### config.mk
export PLATFORM = sky130hd
export DESIGN_NAME = piso_tx
export DESIGN_NICKNAME = d
export VERILOG_FILES = /design/src/rtl/piso_pkg.sv /design/src/rtl/piso_tx_div.sv /design/src/rtl/piso_tx.sv
export SDC_FILE = /design/constraint.sdc
export NUM_CORES = 1
export LEC_CHECK = 0
export ABC_AREA = 1
export CORE_ASPECT_RATIO = 2
export CORE_UTILIZATION = 45
export DETAILED_ROUTE_END_ITERATION = 6
export HOLD_SLACK_MARGIN = 0.02
export PLACE_DENSITY_LB_ADDON = 0.05
export SYNTH_ARGS = -nofsm -noshare
export SYNTH_HDL_FRONTEND = slang
export SYNTH_SLANG_ARGS = --single-unit
### constraint.sdc
create_clock -name clk -period 1.41 [get_ports clk]
set_input_delay 0.423 -clock clk [delete_from_list [all_inputs] [get_ports clk]]
set_output_delay 0.423 -clock clk [all_outputs]
set_load 0.03 [all_outputs]
### src/rtl/piso_pkg.sv
// rtl/piso_pkg.sv - shared state encoding and parameter limits for the piso_tx serial transmitter
package piso_pkg;

    typedef enum logic [1:0] {
        IDLE  = 2'd0,
        SHIFT = 2'd1,
        PAR   = 2'd2,
        GAP   = 2'd3
    } piso_state_t;

    localparam int WIDTH_MIN = 2;
    localparam int WIDTH_MAX = 16;
    localparam int DIV_MIN   = 1;
    localparam int DIV_MAX   = 255;
    localparam int GAP_MIN   = 0;
    localparam int GAP_MAX   = 15;

    localparam int DIV_BITS  = 8;
    localparam int GAP_BITS  = 4;

endpackage

### src/rtl/piso_tx_div.sv
// rtl/piso_tx_div.sv - bit-time divider; tc marks the last clk of each bit-time
module piso_tx_div
    import piso_pkg::*;
#(
    parameter int DIV = 4
) (
    input  logic clk,
    input  logic clr,
    input  logic clear,
    input  logic en,
    output logic tc
);

    logic [DIV_BITS-1:0] cnt;

    // Terminal count is decoded from the counter alone; the caller gates it with its state.
    assign tc = (cnt == DIV_BITS'(DIV - 1));

    always_ff @(posedge clk or negedge clr) begin
        if (!clr) begin
            cnt <= '0;
        end else if (clear) begin
            cnt <= '0;
        end else if (en) begin
            cnt <= tc ? '0 : cnt + 1'b1;
        end
    end

endmodule

### src/rtl/piso_tx.sv
// rtl/piso_tx.sv - parallel-in serial-out frame transmitter; optional trailing even parity via PISO_TX_PARITY_EN
module piso_tx #(
    parameter int WIDTH = 8,
    parameter int DIV   = 4,
    parameter int GAP   = 1
) (
    input  logic             clk,
    input  logic             clr,
    input  logic [WIDTH-1:0] d,
    input  logic             load,
    output logic             ready,
    output logic             sout,
    output logic             sframe_n,
    output logic             sstb,
    output logic             done
);

    import piso_pkg::*;

    localparam int BCW      = $clog2(WIDTH);
    localparam int GCW      = GAP_BITS + DIV_BITS;
    localparam int GAP_CLKS = (GAP > 0) ? GAP * DIV : 1;
    localparam piso_state_t AFTER_FRAME = (GAP > 0) ? piso_pkg::GAP : IDLE;

    if (WIDTH < WIDTH_MIN || WIDTH > WIDTH_MAX ||
        DIV < DIV_MIN || DIV > DIV_MAX ||
        GAP < GAP_MIN || GAP > GAP_MAX) begin : g_bad_param
        $error("piso_tx: parameter out of range");
    end

    piso_state_t      state, state_n;
    logic [WIDTH-1:0] sreg;
    logic [BCW-1:0]   bitcnt;
    logic [GCW-1:0]   gap_cnt;
    logic             take;
    logic             div_en;
    logic             tc;

    assign take   = (state == IDLE) && load;
    assign div_en = (state == SHIFT) || (state == PAR);

    piso_tx_div #(
        .DIV (DIV)
    ) u_div (
        .clk   (clk),
        .clr   (clr),
        .clear (take),
        .en    (div_en),
        .tc    (tc)
    );

`ifdef PISO_TX_PARITY_EN
    logic par_q;

    // Parity is fixed at capture so later changes on d cannot disturb the frame.
    always_ff @(posedge clk or negedge clr) begin
        if (!clr) begin
            par_q <= 1'b0;
        end else if (take) begin
            par_q <= ^d;
        end
    end
`endif

    always_ff @(posedge clk or negedge clr) begin
        if (!clr) begin
            state   <= IDLE;
            sreg    <= '0;
            bitcnt  <= '0;
            gap_cnt <= '0;
        end else begin
            state <= state_n;
            if (take) begin
                sreg   <= d;
                bitcnt <= BCW'(WIDTH - 1);
            end else if (state == SHIFT && tc) begin
                sreg   <= {sreg[WIDTH-2:0], 1'b0};
                bitcnt <= bitcnt - 1'b1;
            end
            gap_cnt <= (state == piso_pkg::GAP) ? gap_cnt + 1'b1 : '0;
        end
    end

    always_comb begin
        state_n  = state;
        ready    = 1'b0;
        sout     = 1'b1;
        sframe_n = 1'b1;
        sstb     = 1'b0;
        done     = 1'b0;
        case (state)
            IDLE: begin
                ready = 1'b1;
                if (load) begin
                    state_n = SHIFT;
                end
            end
            SHIFT: begin
                sframe_n = 1'b0;
                sout     = sreg[WIDTH-1];
                sstb     = tc;
                if (tc && bitcnt == '0) begin
`ifdef PISO_TX_PARITY_EN
                    state_n = PAR;
`else
                    done    = 1'b1;
                    state_n = AFTER_FRAME;
`endif
                end
            end
`ifdef PISO_TX_PARITY_EN
            PAR: begin
                sframe_n = 1'b0;
                sout     = par_q;
                sstb     = tc;
                if (tc) begin
                    done    = 1'b1;
                    state_n = AFTER_FRAME;
                end
            end
`endif
            piso_pkg::GAP: begin
                if (gap_cnt == GCW'(GAP_CLKS - 1)) begin
                    state_n = IDLE;
                end
            end
            default: begin
                state_n = IDLE;
            end
        endcase
    end

endmodule

==> run summary <==
Outcome = finished, violations left
Failing checks = negative setup slack
CP peak stage delay = 0.38 ns
Setup Skew = 0.00512 ns
Proportion of layout cells with a drive suffix above 1 = 38.6%
Yosys top cell area share = 45.0%
Vias = 1691
Ys flop type = dfrtp_1
WL final = 4.24 mm
Setup TNS = -1.77 ns
Max Slew Vio Count = 0
H-tree Lvls = 2
Crit path DAT = 1.41 ns
Slowest stage cell on the critical path = dfrtp_1
First-pass GRT wire length = 6.93 mm
Fin nets = 311
Vias in the first global route = 1630
Final non-filler cell total = 344
Register area share after synthesis = 45.0%
Max-Cap Viols = 0
P per Cell Area = 1820 mW/mm^2
Synth async-reset ratio = 100%
Die area = 0.00436 sq mm
TritonRoute pass-1 iters = 4
Num rows = 32
Clock buffer depth = 2
Most common cell in the netlist = nand2_1
Post-synthesis instance area = 0.00184 sq mm
Min Tclk post-route = 1.83 ns
Hold Crit Class = in -> async
Post-synth top cells = nand2_1, dfrtp_1, nand3_1, inv_1, nor2_1
Core Footprint = 0.00388 sq mm
Fillers = 343
Post-synthesis register bit count = 33
Comb power frac = 57.4%
Total track usage = 22.5%
Grt total ovfl = 0
Final period util = 130%
Pin count of the biggest net entering global routing = 34
Largest cells by area after synthesis = dfrtp_1, nand2_1, nand3_1
Dpl ws = -0.236 ns
Reg clk slew, reported paths = 0.07 ns
Fmax = 546 MHz
Unrepaired setup endpoints after global routing = yes
Initial Util = 47.3%
Hpwl dp = 2.97 mm
Switch Pwr = 0.00194 W
Post-route ant nets = 0
Leak = 1.31 nW
Gate family responsible for the most delay along the worst path = flip-flops
P&R area growth vs syn = 48.8%
RD Place Congestion = 0.851
Placed Area = 0.00232 sq mm
Int Power = 0.00304 W
Syn. warnings = 0
Port-buffer cells = 15
CP Buf/Inv Count = 3
Final hold violation count = 0
Finished Cell Area = 0.00273 sq mm
TritonCTS buffer count = 5
Worst vdd ir = 1.37 mV
DR iter-0 viols = 14
Largest area contributor in the netlist = dfrtp_1
Worst Max-Slew Pin Slew = 0.232 ns
Final worst slack = -0.420 ns
Setup violations, final = 16
Die width = 47.2 microns
Worst Setup Path Type = reg -> out
Sequential share of power = 26.7%
Sequence of cells on the critical path = ha_2, nand2_2, nor2_4, buf_4, nand3_4, clkinv_4, buf_6
Worst skew pair latency = 0.29 ns
Placed Cells = 323
Crit path launch type = register
Routed vias/inst = 4.92
N_diodes = 0
Synth unique cells = 32
# DRC = 0
Clk sinks = 33
Synth Area per Inst = 8.16 sq um
Worst rel slew slack = 84.5%
Clk pwr share = 16.0%
CP endpoint kind = primary output
WP data required = 0.99 ns
Hold Buf Count CTS = 0
Routed len/inst = 12.3 microns
Clock tree from TritonCTS = done
Root buffer cell = clkbuf_8
Crit-path max FO = 3
Switching Share = 38.9%
Mapped Cells = 225
Initial antenna violation count = 0
Ports = 16
Die H = 92.4 microns
Synthesized Nets = 244
Number of enable-type register cells in the synthesized netlist = 0
[layout by cell type, fill, tap and decap left out, drive strengths merged]
cell type / count
clkinv: 2
a22oi: 1
o21ai: 15
xor2: 4
nor2: 26
nand4: 4
nand2: 59
or2: 1
nor3: 3
o21a: 3
dfrtp: 33
inv: 28
o21bai: 1
clkbuf: 7
a21oi: 6
nand3b: 2
ha: 8
clkdlybuf4s50: 10
o211ai: 1
buf: 52
nand3: 27
[cells by family after synthesis]
| kind of cell | synth area share (%) |
|---|---|
| compound gates | 8.17 |
| xor+xnor | 1.91 |
| fa+ha+maj | 5.45 |
| buf+inv | 6.81 |
| flops | 45.0 |
| simple gates | 32.7 |
[flip-flops by register name, indices dropped and copies added (netlist names)]
register and cells:
sreg 8, bitcnt 3, u_div.cnt 8, state 2, gap_cnt 12
[metal layers]
layer,up-vias,GRT usage (%),routed length (microns)
met2,32,39.7,2420
met5,-,0,0
met3,12,4.09,98
met1,784,23.7,1590
li1,863,-,-
met4,0,10.7,131
[power groups by stage]
stage / clock [W] / combinational [W] / sequential [W]
2_1_floorplan: 0 / 0.00126 / 0.00132
3_3_place_gp: 0 / 0.00213 / 0.00132
3_5_place_dp: 0 / 0.00215 / 0.00133
4_1_cts: 0.000816 / 0.00252 / 0.00132
5_1_grt: 0.000859 / 0.00315 / 0.00136
6_report: 0.000795 / 0.00286 / 0.00133
[repair_timing]
action | 4_1_cts | 5_1_grt
setup endpoints to repair | 13 | 30
cloned | 1 | 0
endpoints found under the hold margin | 0 | 0
pin swaps | 9 | 18
setup buffers | 6 | 10
gates resized for setup | 26 | 34
[metrics by stage]
| step | hold slack (ns) | total power, W | utilization, % |
|---|---|---|---|
| 2_1_floorplan | 0.127 | 0.00259 | - |
| 3_3_place_gp | 0.479 | 0.00345 | 59.9 |
| 3_5_place_dp | 0.498 | 0.00348 | 59.9 |
| 4_1_cts | 0.515 | 0.00466 | 66.0 |
| 5_1_grt | 0.515 | 0.00537 | 70.4 |
| 6_report | 0.504 | 0.00498 | 70.4 |
[final timing paths]
path                                    from    endpoint  slack [ns]  cells after the start
worst max-delay path            u_div.cnt[0]        sstb       -0.42                      7
worst min-delay path                     clr     sreg[0]        0.50                      2
worst max register to register  u_div.cnt[0]     sreg[6]       -0.06                      9
worst min register to register       sreg[1]     sreg[1]        0.52                      2
max in group asynchronous                clr  gap_cnt[7]        0.72                      2
min in group clk                     sreg[1]     sreg[1]        0.52                      2
[worst register-to-register path, stage by stage, from the launching register on]
cell and delay [ns]:
dfrtp_1 0.38, ha_2 0.19, nand2_2 0.09, nor2_4 0.05, buf_4 0.13, nand3_4 0.09
buf_6 0.10, buf_8 0.13, nand2_8 0.07, o211ai_1 0.17
[layout make-up]
cell class,instances,area [sq um],share of cell area (%)
well taps,51,63.8,2.33
clock buffers,7,96.3,3.52
flip-flops and latches,33,826,30.2
inverters,29,121,4.44
repair buffers,62,559,20.5
multi-input cells,161,1060,38.9
clock inverters,1,5.00,0.183
(Power assumes the default switching activity.)
